==> src/rtl/c3aibadapt_cmn_clkgate_pkg.sv <==
// rtl/c3aibadapt_cmn_clkgate_pkg.sv - clock-gate controller state encoding and helpers
package c3aibadapt_cmn_clkgate_pkg;

  typedef enum logic [1:0] {
    CG_OFF  = 2'd0,
    CG_WAKE = 2'd1,
    CG_ON   = 2'd2,
    CG_HOLD = 2'd3
  } cg_state_e;

  // Smallest counter width able to hold the larger of the two delays.
  function automatic int cg_cnt_w(input int wake_dly, input int idle_dly);
    int m;
    int w;
    m = (wake_dly > idle_dly) ? wake_dly : idle_dly;
    w = 1;
    while ((1 << w) <= m) w++;
    return w;
  endfunction

endpackage

==> src/rtl/c3aibadapt_cmn_clkgate_chan.sv <==
// rtl/c3aibadapt_cmn_clkgate_chan.sv - one gated clock channel: FSM, countdown, enable register, latch gate
module c3aibadapt_cmn_clkgate_chan
  import c3aibadapt_cmn_clkgate_pkg::*;
#(
  parameter int WAKE_DLY = 2,
  parameter int IDLE_DLY = 8,
  parameter int CNT_W    = 8
) (
  input  logic       cp,
  input  logic       srst,
  input  logic       te,
  input  logic       req,
  input  logic       busy,
  output logic       ack,
  output logic       en,
  output logic       clk,
  output logic [1:0] state
);

  localparam int CW_MIN  = cg_cnt_w(WAKE_DLY, IDLE_DLY);
  localparam int CW      = (CNT_W > CW_MIN) ? CNT_W : CW_MIN;
  localparam int WAKE_LD = (WAKE_DLY > 0) ? WAKE_DLY - 1 : 0;
  localparam int IDLE_LD = (IDLE_DLY > 0) ? IDLE_DLY - 1 : 0;

  cg_state_e      st_q, st_d;
  logic [CW-1:0]  cnt_q, cnt_d;
  logic           en_q;
  logic           en_lat;

  always_ff @(posedge cp) begin
    if (srst) begin
      st_q  <= CG_OFF;
      cnt_q <= '0;
      en_q  <= 1'b0;
    end else begin
      st_q  <= st_d;
      cnt_q <= cnt_d;
      en_q  <= (st_d != CG_OFF);
    end
  end

  always_comb begin
    st_d  = st_q;
    cnt_d = cnt_q;
    case (st_q)
      CG_OFF: begin
        if (req) begin
          if (WAKE_DLY == 0) begin
            st_d = CG_ON;
          end else begin
            st_d  = CG_WAKE;
            cnt_d = CW'(WAKE_LD);
          end
        end
      end
      CG_WAKE: begin
        if (!req)                st_d  = CG_OFF;
        else if (cnt_q == '0)    st_d  = CG_ON;
        else                     cnt_d = cnt_q - CW'(1);
      end
      CG_ON: begin
        if (!req && !busy) begin
          if (IDLE_DLY == 0) begin
            st_d = CG_OFF;
          end else begin
            st_d  = CG_HOLD;
            cnt_d = CW'(IDLE_LD);
          end
        end
      end
      CG_HOLD: begin
        // Activity returns to ON; the idle count restarts on the next entry.
        if (req || busy)         st_d  = CG_ON;
        else if (cnt_q == '0)    st_d  = CG_OFF;
        else                     cnt_d = cnt_q - CW'(1);
      end
      default: st_d = CG_OFF;
    endcase
  end

  always_comb begin
    ack   = (st_q == CG_ON) || (st_q == CG_HOLD);
    en    = en_q;
    state = st_q;
  end

  // Latch is transparent only while cp is low, so the enable cannot change during a high phase.
  always_latch begin
    if (!cp) en_lat <= en_q | te;
  end

  assign clk = cp & en_lat;

endmodule

==> src/rtl/c3aibadapt_cmn_clkgate_ctrl.sv <==
// rtl/c3aibadapt_cmn_clkgate_ctrl.sv - multi-channel clock-gate controller top
module c3aibadapt_cmn_clkgate_ctrl
  import c3aibadapt_cmn_clkgate_pkg::*;
#(
  parameter int NUM_CH   = 4,
  parameter int WAKE_DLY = 2,
  parameter int IDLE_DLY = 8,
  parameter int CNT_W    = 8
) (
  input  logic                cp,
  input  logic                srst,
  input  logic                te,
  input  logic [NUM_CH-1:0]   ch_req,
  input  logic [NUM_CH-1:0]   ch_busy,
  output logic [NUM_CH-1:0]   ch_ack,
  output logic [NUM_CH-1:0]   ch_clk,
  output logic [NUM_CH-1:0]   ch_en,
  output logic [2*NUM_CH-1:0] ch_state
);

  for (genvar i = 0; i < NUM_CH; i++) begin : g_ch
    c3aibadapt_cmn_clkgate_chan #(
      .WAKE_DLY (WAKE_DLY),
      .IDLE_DLY (IDLE_DLY),
      .CNT_W    (CNT_W)
    ) u_chan (
      .cp    (cp),
      .srst  (srst),
      .te    (te),
      .req   (ch_req[i]),
      .busy  (ch_busy[i]),
      .ack   (ch_ack[i]),
      .en    (ch_en[i]),
      .clk   (ch_clk[i]),
      .state (ch_state[2*i+1:2*i])
    );
  end

endmodule

==> config.mk <==
export PLATFORM = sky130hd
export DESIGN_NAME = c3aibadapt_cmn_clkgate_ctrl
export DESIGN_NICKNAME = d
export VERILOG_FILES = /design/src/rtl/c3aibadapt_cmn_clkgate_pkg.sv /design/src/rtl/c3aibadapt_cmn_clkgate_chan.sv /design/src/rtl/c3aibadapt_cmn_clkgate_ctrl.sv
export SDC_FILE = /design/constraint.sdc
export NUM_CORES = 1
export LEC_CHECK = 0
export CELL_PAD_IN_SITES_DETAIL_PLACEMENT = 1
export CELL_PAD_IN_SITES_GLOBAL_PLACEMENT = 1
export CORE_ASPECT_RATIO = 1.75
export CORE_MARGIN = 2
export CORE_UTILIZATION = 41
export CTS_CLUSTER_SIZE = 25
export DETAILED_ROUTE_END_ITERATION = 7
export GPL_TIMING_DRIVEN = 0
export HOLD_SLACK_MARGIN = 0.02
export PLACE_DENSITY_LB_ADDON = 0.1
export SLEW_MARGIN = 20
export SYNTH_ARGS = -nofsm -noshare
export SYNTH_HDL_FRONTEND = slang
export SYNTH_HIERARCHICAL = 1
export SYNTH_SLANG_ARGS = --single-unit
==> constraint.sdc <==
create_clock -name cp -period 2.3 [get_ports cp]
set_input_delay 0.23 -clock cp [delete_from_list [all_inputs] [get_ports cp]]
set_output_delay 0.23 -clock cp [all_outputs]
set_load 0.01 [all_outputs]
Word level (Yosys, flattened, before mapping)
Index checks and enable logic that the tools add are counted.
- eq/ne operators: 28
- shift-type cells: 0
- add/sub/neg operators: 4
- muxes and demuxes: 56
- bitwise gates (word level): 8
- reduce and logical (&&, ||, !) cells: 36
- order comparisons: 0
- div/mod/pow operators: 0
- multipliers: 0
- operator list (kind ; number):
    $mux W8 ; 20
    $pmux W8 S4 ; 4
    $mux W2 ; 24
    $logic_not A8 Y1 ; 4
    $pmux W2 S4 ; 4
    $sub A8 B1 Y8 const B ; 4
    $ne A2 B2 Y1 const B ; 12
    $eq A2 B2 Y1 const B ; 8
    $reduce_and A4 Y1 ; 4
    $eq A2 B1 Y1 const B ; 4
    $logic_not A1 Y1 ; 8
    $logic_not A2 Y1 ; 4
    $logic_or A1 B1 Y1 ; 8
    $ne A2 B1 Y1 const B ; 4
    $reduce_bool A2 Y1 ; 4
    $and A1 B1 Y1 ; 4
    $logic_and A1 B1 Y1 ; 4
    $mux W1 ; 4
    $or A1 B1 Y1 ; 4
- ROM bits: 0
- output and inout port bits: 20
- register bits after elaboration: 44
- logic and storage cells: 148
- input port bits: 11
- memories: 0
- RAM bits: 0
- bits in latches: 4

Longest topological paths before layout
- depth after elaboration: 5
- depth in mapped cells: 7

By module
Netlist, hierarchy kept.
- modules (own cells, without submodules) (module ; sequential area each (µm²) ; area each (µm²) ; instances ; cells an instance):
    c3aibadapt_cmn_clkgate_chan at g_ch[1].u_chan ... ; 220.2 ; 634.4 ; 2 ; 69
    c3aibadapt_cmn_clkgate_chan at g_ch[3].u_chan ; 220.2 ; 653.1 ; 1 ; 74
    c3aibadapt_cmn_clkgate_chan at g_ch[0].u_chan ; 220.2 ; 601.8 ; 1 ; 69

==> results.cfg <==
[grt]
grt_max_degree = 15
grt_pass1_wl_um = 10700
overflow = 0
grt_pass1_vias = 2400
grt.total_usage_pct = 19.96
antenna_found_initial = 0

[placed_design]
dpl_worst_slack_ps = -83.40
dp_hpwl_um = 4659
gp_congestion = 0.7901
place_area_mm2 = 0.002922
numPortBuffers = 30

[die]
die_area_mm2 = 0.006823
die_x_um = 63.31
core-area_mm2 = 0.005926
pin_count = 31
row_count = 37
die_h_um = 107.8
start_util_pct = 42.59

[yosys]
synth.cell_area_mm2 = 0.002524
ys_async_sr_fraction_pct = 0
ys_top_cells_by_count = 44 x dfxtp_1, 21 x a21oi_1, 21 x nand2_1
ys_types = 55
synthesis.nets = 300
synth-edff-count = 0
syn_avg_cell_area_um2 = 8.981
synthCells = 281
yosysMostFrequentCell = dfxtp_1
synth_top_area_cell = dfxtp_1
yosysTopAreaCellShare_pct = 34.90
ys_ff_latch = 48
yosys-top-cells-area = dfxtp_1 35%, a21oi_1 4.2%, ha_1 4.0%, or4_1 3.6%, nand2b_1 3.2%
synth_ff_type = dfxtp_1
ys_warn_count = 6

[detailed_routing]
dr_total_vias = 2255
dr.pass1.iters = 4
route.met3.wl_um = 193
routed_wl_um = 6227
post_drt_wl_per_cell_um = 15.53
dr_wl_met2_um = 3591
wl_met1_um = 2319
postRouteAntennaNets = 0
viasPerCell = 5.623
dr.max_layer_used = met4
drt_iter0_drc = 73
drc = 0

[worst_setup_path]
crit_arrival_ps = 2200
cpMaxStageDelayCell = dlxtn_1
r2r_start = g_ch[1].u_chan/cnt_q[0]$_SDFFE_PP0P_
crit_required_ps = 2070
crit_chain = and2_1, buf_2
timing.rr.end = g_ch[1].u_chan/cnt_q[7]$_SDFFE_PP0P_
rr_worst_depth = 6
cp_slowest_stage_delay_ps = 390
crit_start = g_ch[2].u_chan/en_lat$_DLATCH_N_
critical_path_class = latch to output pin
rrSetupSlack_ps = 410
crit_fanout = 1
startpoint_type = latch
crit_path_end_kind = output pin
crit_end = ch_clk[2]

[timing]
maxSlewViolCount = 0
slew-limit-headroom_pct = 52.98
grt_setup_unrepaired = yes
worst_pin_slew_ps = 685.7
skew_ps = 3.331
finalSetupViolCount = 8
hold_slack_ps = 473.7
hold_viol = 0
setup_ws_ps = -126.9

[final_layout]
fillerInstances = 749
design_area_mm2 = 0.003087
diodes = 0
multi_input_area_mm2 = 0.001478
area_growth_pct = 22.31
final_util_pct = 52.09
drive_gt1_share_pct = 16.41
seqCellArea_um2 = 944.7
nets = 341

[hold_path]
min_path_type = flip-flop to flip-flop

[run]
maxCapViolCount = 0

[clocking]
clk_pin_slew_worst_paths_ps = 90
clk-insertion-delay-late_ps = 400
cts_tree = done

[power_and_ir_drop]
total_power_w = 0.002527
powerDensity_mw_per_mm2 = 818.7
leakagePower_nw = 1.186
vdd_drop_max_mv = 0.2989

[outcome]
violations = negative setup slack
outcome = finished with violations
==> repair_timing <==
action | in CTS | in global routing
pin swaps | 0 | 2
setup buffers | 0 | 0
hold buffers | 0 | 0
cloned | 0 | 0
resized for setup | 16 | 10
endpoints found under the setup margin | 8 | 8
==> cell type report <==
type,count,area share [%]
Multi-Input combinational cell,209,47.87
Sequential cell,48,30.60
Timing Repair Buffer,26,8.431
Clock buffer,16,6.283
Tap cell,78,3.162
Buffer,11,2.067
Inverter,13,1.581
==> cells in the final DEF (no fill, tap or decap), types with 8 or more instances in the layout <==
cell type,Yosys,final
o31ai_1,10,10
nand2b_1,13,13
or4_1,12,12
clkdlybuf4s50_1,0,26
o21ai_0,14,14
inv_1,13,13
nand2_1,21,21
dfxtp_1,44,44
clkbuf_8,0,11
a21oi_1,21,21
nor2_1,13,13
ha_1,8,8
==> flip-flops by register name (all words and copies together), names as in the netlist <==
name and cells:
g_ch.u_chan/state 8, g_ch.u_chan/cnt_q 32, g_ch.u_chan/en 4, g_ch.u_chan/en_lat 4
==> layer usage <==
layer | track usage (%) | vias to the layer above
met5 | 0 | -
met4 | 10.87 | 0
met3 | 4.393 | 12
met2 | 39.21 | 32
met1 | 18.53 | 1090
li1 | - | 1121
==> report_power, final <==
group	switching, W	internal (W)	leakage, nW
registers	0.0000918	0.000896	0.394
logic	0.000315	0.000284	0.672
clock network	0.000394	0.000546	0.119
==> critical path, delay by kind of cell (launching register included) <==
| family | cells | cell delay, ps |
|---|---|---|
| and+or+nand+nor | 1 | 110 |
| latches | 1 | 390 |
| buffers and inverters | 1 | 130 |
==> how the worst min path moves through the flow <==
| stage | endpoint | cells past startpoint | from | slack (ps) |
|---|---|---|---|---|
| 4_1_cts | g_ch[0].u_chan/cnt_q[1]$_SDFFE_PP0P_ | 2 | g_ch[0].u_chan/cnt_q[1]$_SDFFE_PP0P_ | 480 |
| 2_1_floorplan | g_ch[3].u_chan/cnt_q[1]$_SDFFE_PP0P_ | 1 | srst | 300 |
| 5_1_grt | g_ch[0].u_chan/cnt_q[1]$_SDFFE_PP0P_ | 2 | g_ch[0].u_chan/cnt_q[1]$_SDFFE_PP0P_ | 510 |
| 6_report | g_ch[0].u_chan/cnt_q[1]$_SDFFE_PP0P_ | 2 | g_ch[0].u_chan/cnt_q[1]$_SDFFE_PP0P_ | 470 |
| 3_5_place_dp | g_ch[0].u_chan/cnt_q[1]$_SDFFE_PP0P_ | 2 | g_ch[0].u_chan/cnt_q[1]$_SDFFE_PP0P_ | 470 |
| 3_3_place_gp | g_ch[3].u_chan/cnt_q[7]$_SDFFE_PP0P_ | 2 | g_ch[3].u_chan/cnt_q[7]$_SDFFE_PP0P_ | 460 |
==> per-stage QoR <==
stage	TNS (ps)	std cells
global route	-621.0	401
CTS	-584.8	401
floorplan	0	281
detailed placement	-311.0	389
finish	-483.5	401
global placement	-294.5	389
==> kinds of logic (layout without fill, tap and decap cells) <==
family | after synthesis | in the layout | synth area share, %
flops | 44 | 44 | 34.90
mux | 7 | 7 | 2.826
simple gates | 114 | 114 | 29.10
buf+inv | 24 | 66 | 4.462
latches | 4 | 4 | 2.380
compound gates | 80 | 80 | 22.36
fa+ha+maj | 8 | 8 | 3.966
(Power assumes the default switching activity.)
